`src/rtl/uart_pkg.sv`:
```
`default_nettype none
// ============================================================================
// Module   : uart_pkg
// Purpose  : Definitions shared by the UART transmitter and receiver:
//            one-hot state encoding, oversampling ratio and default framing
//            and timing parameters.
// Ports    : none (package)
// Revision : 1.0 - initial release
// ============================================================================
package uart_pkg;

    // Oversampling ratio: one data bit spans this many baud ticks.
    localparam int OVERSAMPLE   = 16;

    // Defaults: 8 data bits, 1 stop bit, 19200 baud from a 50 MHz clock.
    localparam int DBIT_DEF     = 8;
    localparam int SB_TICK_DEF  = 16;
    localparam int CLK_DIV_DEF  = 163;
    localparam int DIV_W_DEF    = 8;

    // Tick counter width; wide enough for a 2-stop-bit count of 32.
    localparam int S_W          = 5;

    // One-hot framing states.
    localparam logic [3:0] IDLE  = 4'b0001;
    localparam logic [3:0] START = 4'b0010;
    localparam logic [3:0] DATA  = 4'b0100;
    localparam logic [3:0] STOP  = 4'b1000;

endpackage : uart_pkg
`default_nettype wire

```
`src/rtl/uart_tx_baud_gen.sv`:
```
`default_nettype none
// ============================================================================
// Module   : baud_gen
// Purpose  : Mod-CLK_DIV counter producing a one-cycle oversample tick.
// Ports    : clk    - system clock
//            reset  - synchronous active-high reset
//            clear  - synchronous restart of the count from zero
//            s_tick - high for one cycle when the count reaches CLK_DIV-1
// Revision : 1.0 - initial release
// ============================================================================
module baud_gen
    import uart_pkg::*;
#(
    parameter int CLK_DIV = CLK_DIV_DEF,
    parameter int DIV_W   = DIV_W_DEF
) (
    input  logic clk,
    input  logic reset,
    input  logic clear,
    output logic s_tick
);

    logic [DIV_W-1:0] r_div;

    assign s_tick = (r_div == DIV_W'(CLK_DIV - 1));

    // A clear restarts the period, so the first tick lands exactly CLK_DIV
    // cycles after the clearing cycle.
    always_ff @(posedge clk) begin
        if (reset || clear) begin
            r_div <= '0;
        end else if (s_tick) begin
            r_div <= '0;
        end else begin
            r_div <= r_div + DIV_W'(1);
        end
    end

endmodule : baud_gen
`default_nettype wire

```
`src/rtl/uart_tx.sv`:
```
`default_nettype none
// ============================================================================
// Module   : uart_tx
// Purpose  : 8N1-style UART transmitter, LSB first, 16x oversampled timing.
// Ports    : clk          - system clock
//            reset        - synchronous active-high reset
//            tx_start     - send request, honoured only while idle
//            din          - byte to send, latched on acceptance
//            tx           - serial line, idle high
//            tx_done_tick - one-cycle pulse at the end of the stop bit
//            tx_busy      - high from acceptance to the end of the stop bit
// Revision : 1.0 - initial release
// ============================================================================
module uart_tx
    import uart_pkg::*;
#(
    parameter int DBIT    = DBIT_DEF,
    parameter int SB_TICK = SB_TICK_DEF,
    parameter int CLK_DIV = CLK_DIV_DEF,
    parameter int DIV_W   = DIV_W_DEF
) (
    input  logic            clk,
    input  logic            reset,
    input  logic            tx_start,
    input  logic [DBIT-1:0] din,
    output logic            tx,
    output logic            tx_done_tick,
    output logic            tx_busy
);

    localparam int N_W = (DBIT > 1) ? $clog2(DBIT) : 1;

    logic [3:0]      r_state, w_state_next;
    logic [S_W-1:0]  r_s,     w_s_next;
    logic [N_W-1:0]  r_n,     w_n_next;
    logic [DBIT-1:0] r_b,     w_b_next;
    logic            r_tx,    w_tx_next;
    logic            r_done,  w_done_next;
    logic            r_busy,  w_busy_next;
    logic            w_s_tick;
    logic            w_clear;

    // Restart bit timing on the acceptance cycle so every frame is exact.
    assign w_clear = (r_state == IDLE) && tx_start;

    baud_gen #(
        .CLK_DIV (CLK_DIV),
        .DIV_W   (DIV_W)
    ) u_baud_gen (
        .clk    (clk),
        .reset  (reset),
        .clear  (w_clear),
        .s_tick (w_s_tick)
    );

    // State and datapath registers; outputs are registered from next-state
    // values so they change in the same cycle the state does.
    always_ff @(posedge clk) begin
        if (reset) begin
            r_state <= IDLE;
            r_s     <= '0;
            r_n     <= '0;
            r_b     <= '0;
            r_tx    <= 1'b1;
            r_done  <= 1'b0;
            r_busy  <= 1'b0;
        end else begin
            r_state <= w_state_next;
            r_s     <= w_s_next;
            r_n     <= w_n_next;
            r_b     <= w_b_next;
            r_tx    <= w_tx_next;
            r_done  <= w_done_next;
            r_busy  <= w_busy_next;
        end
    end

    // Next-state and datapath logic.
    always_comb begin
        w_state_next = r_state;
        w_s_next     = r_s;
        w_n_next     = r_n;
        w_b_next     = r_b;
        case (r_state)
            IDLE: begin
                if (tx_start) begin
                    w_b_next     = din;
                    w_s_next     = '0;
                    w_state_next = START;
                end
            end
            START: begin
                if (w_s_tick) begin
                    if (r_s == S_W'(OVERSAMPLE - 1)) begin
                        w_s_next     = '0;
                        w_n_next     = '0;
                        w_state_next = DATA;
                    end else begin
                        w_s_next = r_s + S_W'(1);
                    end
                end
            end
            DATA: begin
                if (w_s_tick) begin
                    if (r_s == S_W'(OVERSAMPLE - 1)) begin
                        w_s_next = '0;
                        w_b_next = r_b >> 1;
                        // Hold n on the last bit rather than letting it wrap.
                        if (r_n == N_W'(DBIT - 1)) begin
                            w_state_next = STOP;
                        end else begin
                            w_n_next = r_n + N_W'(1);
                        end
                    end else begin
                        w_s_next = r_s + S_W'(1);
                    end
                end
            end
            STOP: begin
                if (w_s_tick) begin
                    if (r_s == S_W'(SB_TICK - 1)) begin
                        w_state_next = IDLE;
                    end else begin
                        w_s_next = r_s + S_W'(1);
                    end
                end
            end
            default: begin
                w_state_next = IDLE;
            end
        endcase
    end

    // Output decode from the upcoming state.
    always_comb begin
        w_tx_next   = 1'b1;
        w_busy_next = (w_state_next != IDLE);
        w_done_next = (r_state == STOP) && (w_state_next == IDLE);
        case (w_state_next)
            START:   w_tx_next = 1'b0;
            DATA:    w_tx_next = w_b_next[0];
            default: w_tx_next = 1'b1;
        endcase
    end

    assign tx           = r_tx;
    assign tx_done_tick = r_done;
    assign tx_busy      = r_busy;

endmodule : uart_tx
`default_nettype wire

```
`config.mk`:
```
export PLATFORM = sky130hd
export DESIGN_NAME = uart_tx
export DESIGN_NICKNAME = d
export VERILOG_FILES = /design/src/rtl/uart_pkg.sv /design/src/rtl/uart_tx_baud_gen.sv /design/src/rtl/uart_tx.sv
export SDC_FILE = /design/constraint.sdc
export NUM_CORES = 1
export LEC_CHECK = 0
export CAP_MARGIN = 20
export CORE_MARGIN = 2
export CORE_UTILIZATION = 43
export DETAILED_ROUTE_END_ITERATION = 7
export PLACE_DENSITY = 0.64
export SYNTH_ARGS = -nofsm -noshare
export SYNTH_HDL_FRONTEND = slang
export SYNTH_SLANG_ARGS = --single-unit
export TNS_END_PERCENT = 100
```
`constraint.sdc`:
```
create_clock -name clk -period 2.1 [get_ports clk]
set_input_delay 0.525 -clock clk [delete_from_list [all_inputs] [get_ports clk]]
set_output_delay 0.525 -clock clk [all_outputs]
set_load 0.005 [all_outputs]
```
==> impl_metrics.yaml, run 1 <==
outcome:
  status: "finished with violations"
  violations: "setup timing"
floorplanning:
  rows: 22
  start_util_pct: 44.1
  ioPinCount: 14
  die_h_um: 65.0
  die_w_um: 65.0
  dieArea_um2: 4230
  placeableCoreArea_um2: 3630
yosys:
  synth_edf_count: 0
  syn-cell-area_um2: 1600
  yosysMostFrequentCell: "dfxtp_1"
  yosysSeqAreaShare_pct: 38.7
  yosys-top-cells-count: "dfxtp_1, nor2_1, ha_1, nand2_1"
  synth.distinct_cells: 44
  syn_avg_cell_area_um2: 8.95
  syn_nets: 198
  synthArstFlopShare_pct: 0
  synth_top_cell_by_area: "dfxtp_1"
  yosysWarnings: 0
  synth_area_leaders: "dfxtp_1, ha_1, nor2_1"
  synth_seq_cells: 31
  synth_top_area_share_pct: 38.8
  netlist_instances: 179
  ys.flop_type: "dfxtp_1"
power_and_ir_drop:
  ir_drop_uv: 377
  cellPowerDensity_nw_per_um2: 584
  cellLeakagePower_nw: 0.810
sta:
  worst_pin_slew_ns: 0.627
  rsz0062_at_grt: "yes"
  clock_skew_ns: 0.00339
  setup_ws_ns: -0.0528
  hold_violations: 0
  hold-worst-slack_ns: 0.481
  finalMaxSlewViolations: 0
  period_needed_ns: 2.15
  setup-violations-final: 2
  timing.final.crit_share_pct: 103
  fmax_ghz: 0.465
  max_slew_margin_pct: 57.6
clock_tree:
  root_buffer: "clkbuf_8"
  htree_num_levels: 2
  numCtsBuffers: 5
  clk_latency_ns: 0.28
  cts_tree: "yes"
  clock_sinks: 31
  cts_buffer_depth: 2
  clkSlewWorstSetupHoldPaths_ns: 0.06
global_route:
  grt_pass1_vias: 1312
  antenna_found_initial: 0
  grt_pass1_wl_um: 5980
  grt-ovfl-total: 0
  grt_use_total_pct: 18.5
  grt_max_degree: 16
critical_path:
  required_ns: 2.31
  critPathMaxFanout: 3
  cp.arrival_ns: 2.36
  startpoint_type: "flop"
  critPathKind: "reg2reg"
  crit_path_end_kind: "flop"
final_layout:
  area_growth_pct: 30.0
  multi_input_area_um2: 981
  stdcell_area_um2: 2080
  fin_nets: 233
  final_cell_count_no_fill: 263
  fillers: 330
  antenna_cells: 0
  drive_above_1_share_pct: 22.3
  seq_area_um2: 623
run:
  max-cap-violations: 0
detailed_routing:
  wl_met1_um: 1590
  wirelength_um: 3460
  drc: 0
  wl_met2_um: 1720
  vias: 1412
  ant_nets: 0
  firstDrtPassIters: 5
  drt-vias-per-instance: 5.37
  route.met3.wl_um: 96
  dr.first_iter.drc_count: 124
  wl_per_cell_um: 13.2
  top_layer_used: "met4"
placement:
  dp.cells: 254
  place.gp.congestion: 0.854
  placed_cell_area_um2: 1950
  dp_hpwl_um: 2580
  portBuffers: 13
worst_hold_path:
  hold_class: "reg2reg"
## layout make-up
| cell class | instances | share of cell area [%] |
|---|---|---|
| multi-input combinational | 133 | 47.1 |
| clock buffer | 7 | 3.67 |
| inverter | 6 | 1.08 |
| clock inverter | 1 | 0.240 |
| tap | 48 | 2.88 |
| sequential | 31 | 29.9 |
| timing repair buffer | 37 | 15.1 |
## layer usage
| layer | up-vias | track usage, % |
|---|---|---|
| li1 | 723 | - |
| met4 | 0 | 8.59 |
| met2 | 23 | 29.5 |
| met3 | 5 | 5.38 |
| met1 | 661 | 23.0 |
| met5 | - | 0 |
## kinds of logic (layout without fill, tap and decap cells)
| family | Yosys count | after routing | share of synthesized area, % |
|---|---|---|---|
| AND/OR/NAND/NOR | 74 | 74 | 25.4 |
| AO/OA/AOI/OAI | 42 | 42 | 20.1 |
| flip-flops | 31 | 31 | 38.8 |
| buffers and inverters | 15 | 51 | 4.37 |
| adder cells (fa/ha/maj) | 8 | 8 | 6.25 |
| XOR/XNOR | 7 | 7 | 3.83 |
| multiplexers | 2 | 2 | 1.33 |
## stage by stage
step | power (mW) | worst slack, ns | util (%) | setup TNS [ns]
after floorplan | 0.716 | -0.0717 | - | -0.0717
after CTS | 1.23 | -0.0542 | 56.6 | -0.0542
after global placement | 0.773 | -0.0777 | 53.8 | -0.171
after global routing | 1.26 | -0.141 | 57.3 | -0.564
final | 1.22 | -0.0528 | 57.3 | -0.0747
after detailed placement | 0.778 | -0.147 | 53.8 | -0.879
## where the power goes
| part | total [mW] | internal (mW) | switching (mW) | leakage [nW] |
|---|---|---|---|---|
| Clock | 0.444 | 0.232 | 0.212 | 0.0422 |
| Combinational | 0.142 | 0.0785 | 0.0638 | 0.515 |
| Sequential | 0.630 | 0.609 | 0.0208 | 0.253 |
## timing repair
action,in CTS,in global routing
resized for setup,5,3
setup buffers,0,1
pin swaps,7,11
hold buffers,0,0
gates cloned,0,0
setup endpoints to repair,14,14
## worst paths after layout
path                                           from                  end  slack (ns)  cells past startpoint
worst max-delay path                         r_s[1]               r_s[0]       -0.05                      8
worst min-delay path            u_baud_gen.r_div[0]  u_baud_gen.r_div[0]        0.48                      1
worst max register to register               r_s[1]               r_s[0]       -0.05                      8
worst min register to register  u_baud_gen.r_div[0]  u_baud_gen.r_div[0]        0.48                      1
## worst max-delay path, cell delays in order, from the launching register on
cell,delay (ns)
dfxtp_2,0.34
ha_4,0.16
and3_4,0.15
ha_4,0.15
or4b_4,0.49
o21ai_4,0.17
o22ai_4,0.10
or3b_4,0.38
a21oi_2,0.13
## registers in the layout (all words and copies together), names as in the netlist
name,flops
tx,1
tx_busy,1
r_b,8
u_baud_gen.r_div,8
tx_done_tick,1
r_s,5
r_state,4
r_n,3
## layout by cell type (no fill, tap or decap), drive strengths merged, types with 4 or more instances in the layout
cell type,instances
dfxtp,31
nor2,26
buf,24
clkdlybuf4s50,13
nand2,8
a21oi,8
o21ai,8
ha,8
nand3,7
clkbuf,7
inv,6
xor2,6
a222oi,6
nor4b,6
nor3,6
a211oi,4
(Power assumes the default switching activity.)
==> run 2: changes to the inputs <==
Settings changed: ABC_CLOCK_PERIOD_IN_PS from default to 2100.
==> results of run 2 <==
Same layout as run 1: the final DEF is identical, and so are final timing and power.
==> run 3: changes to the inputs <==
Settings changed: SLEW_MARGIN from default to 30.
==> results of run 3 <==
Same layout as run 1: the final DEF is identical, and so are final timing and power.
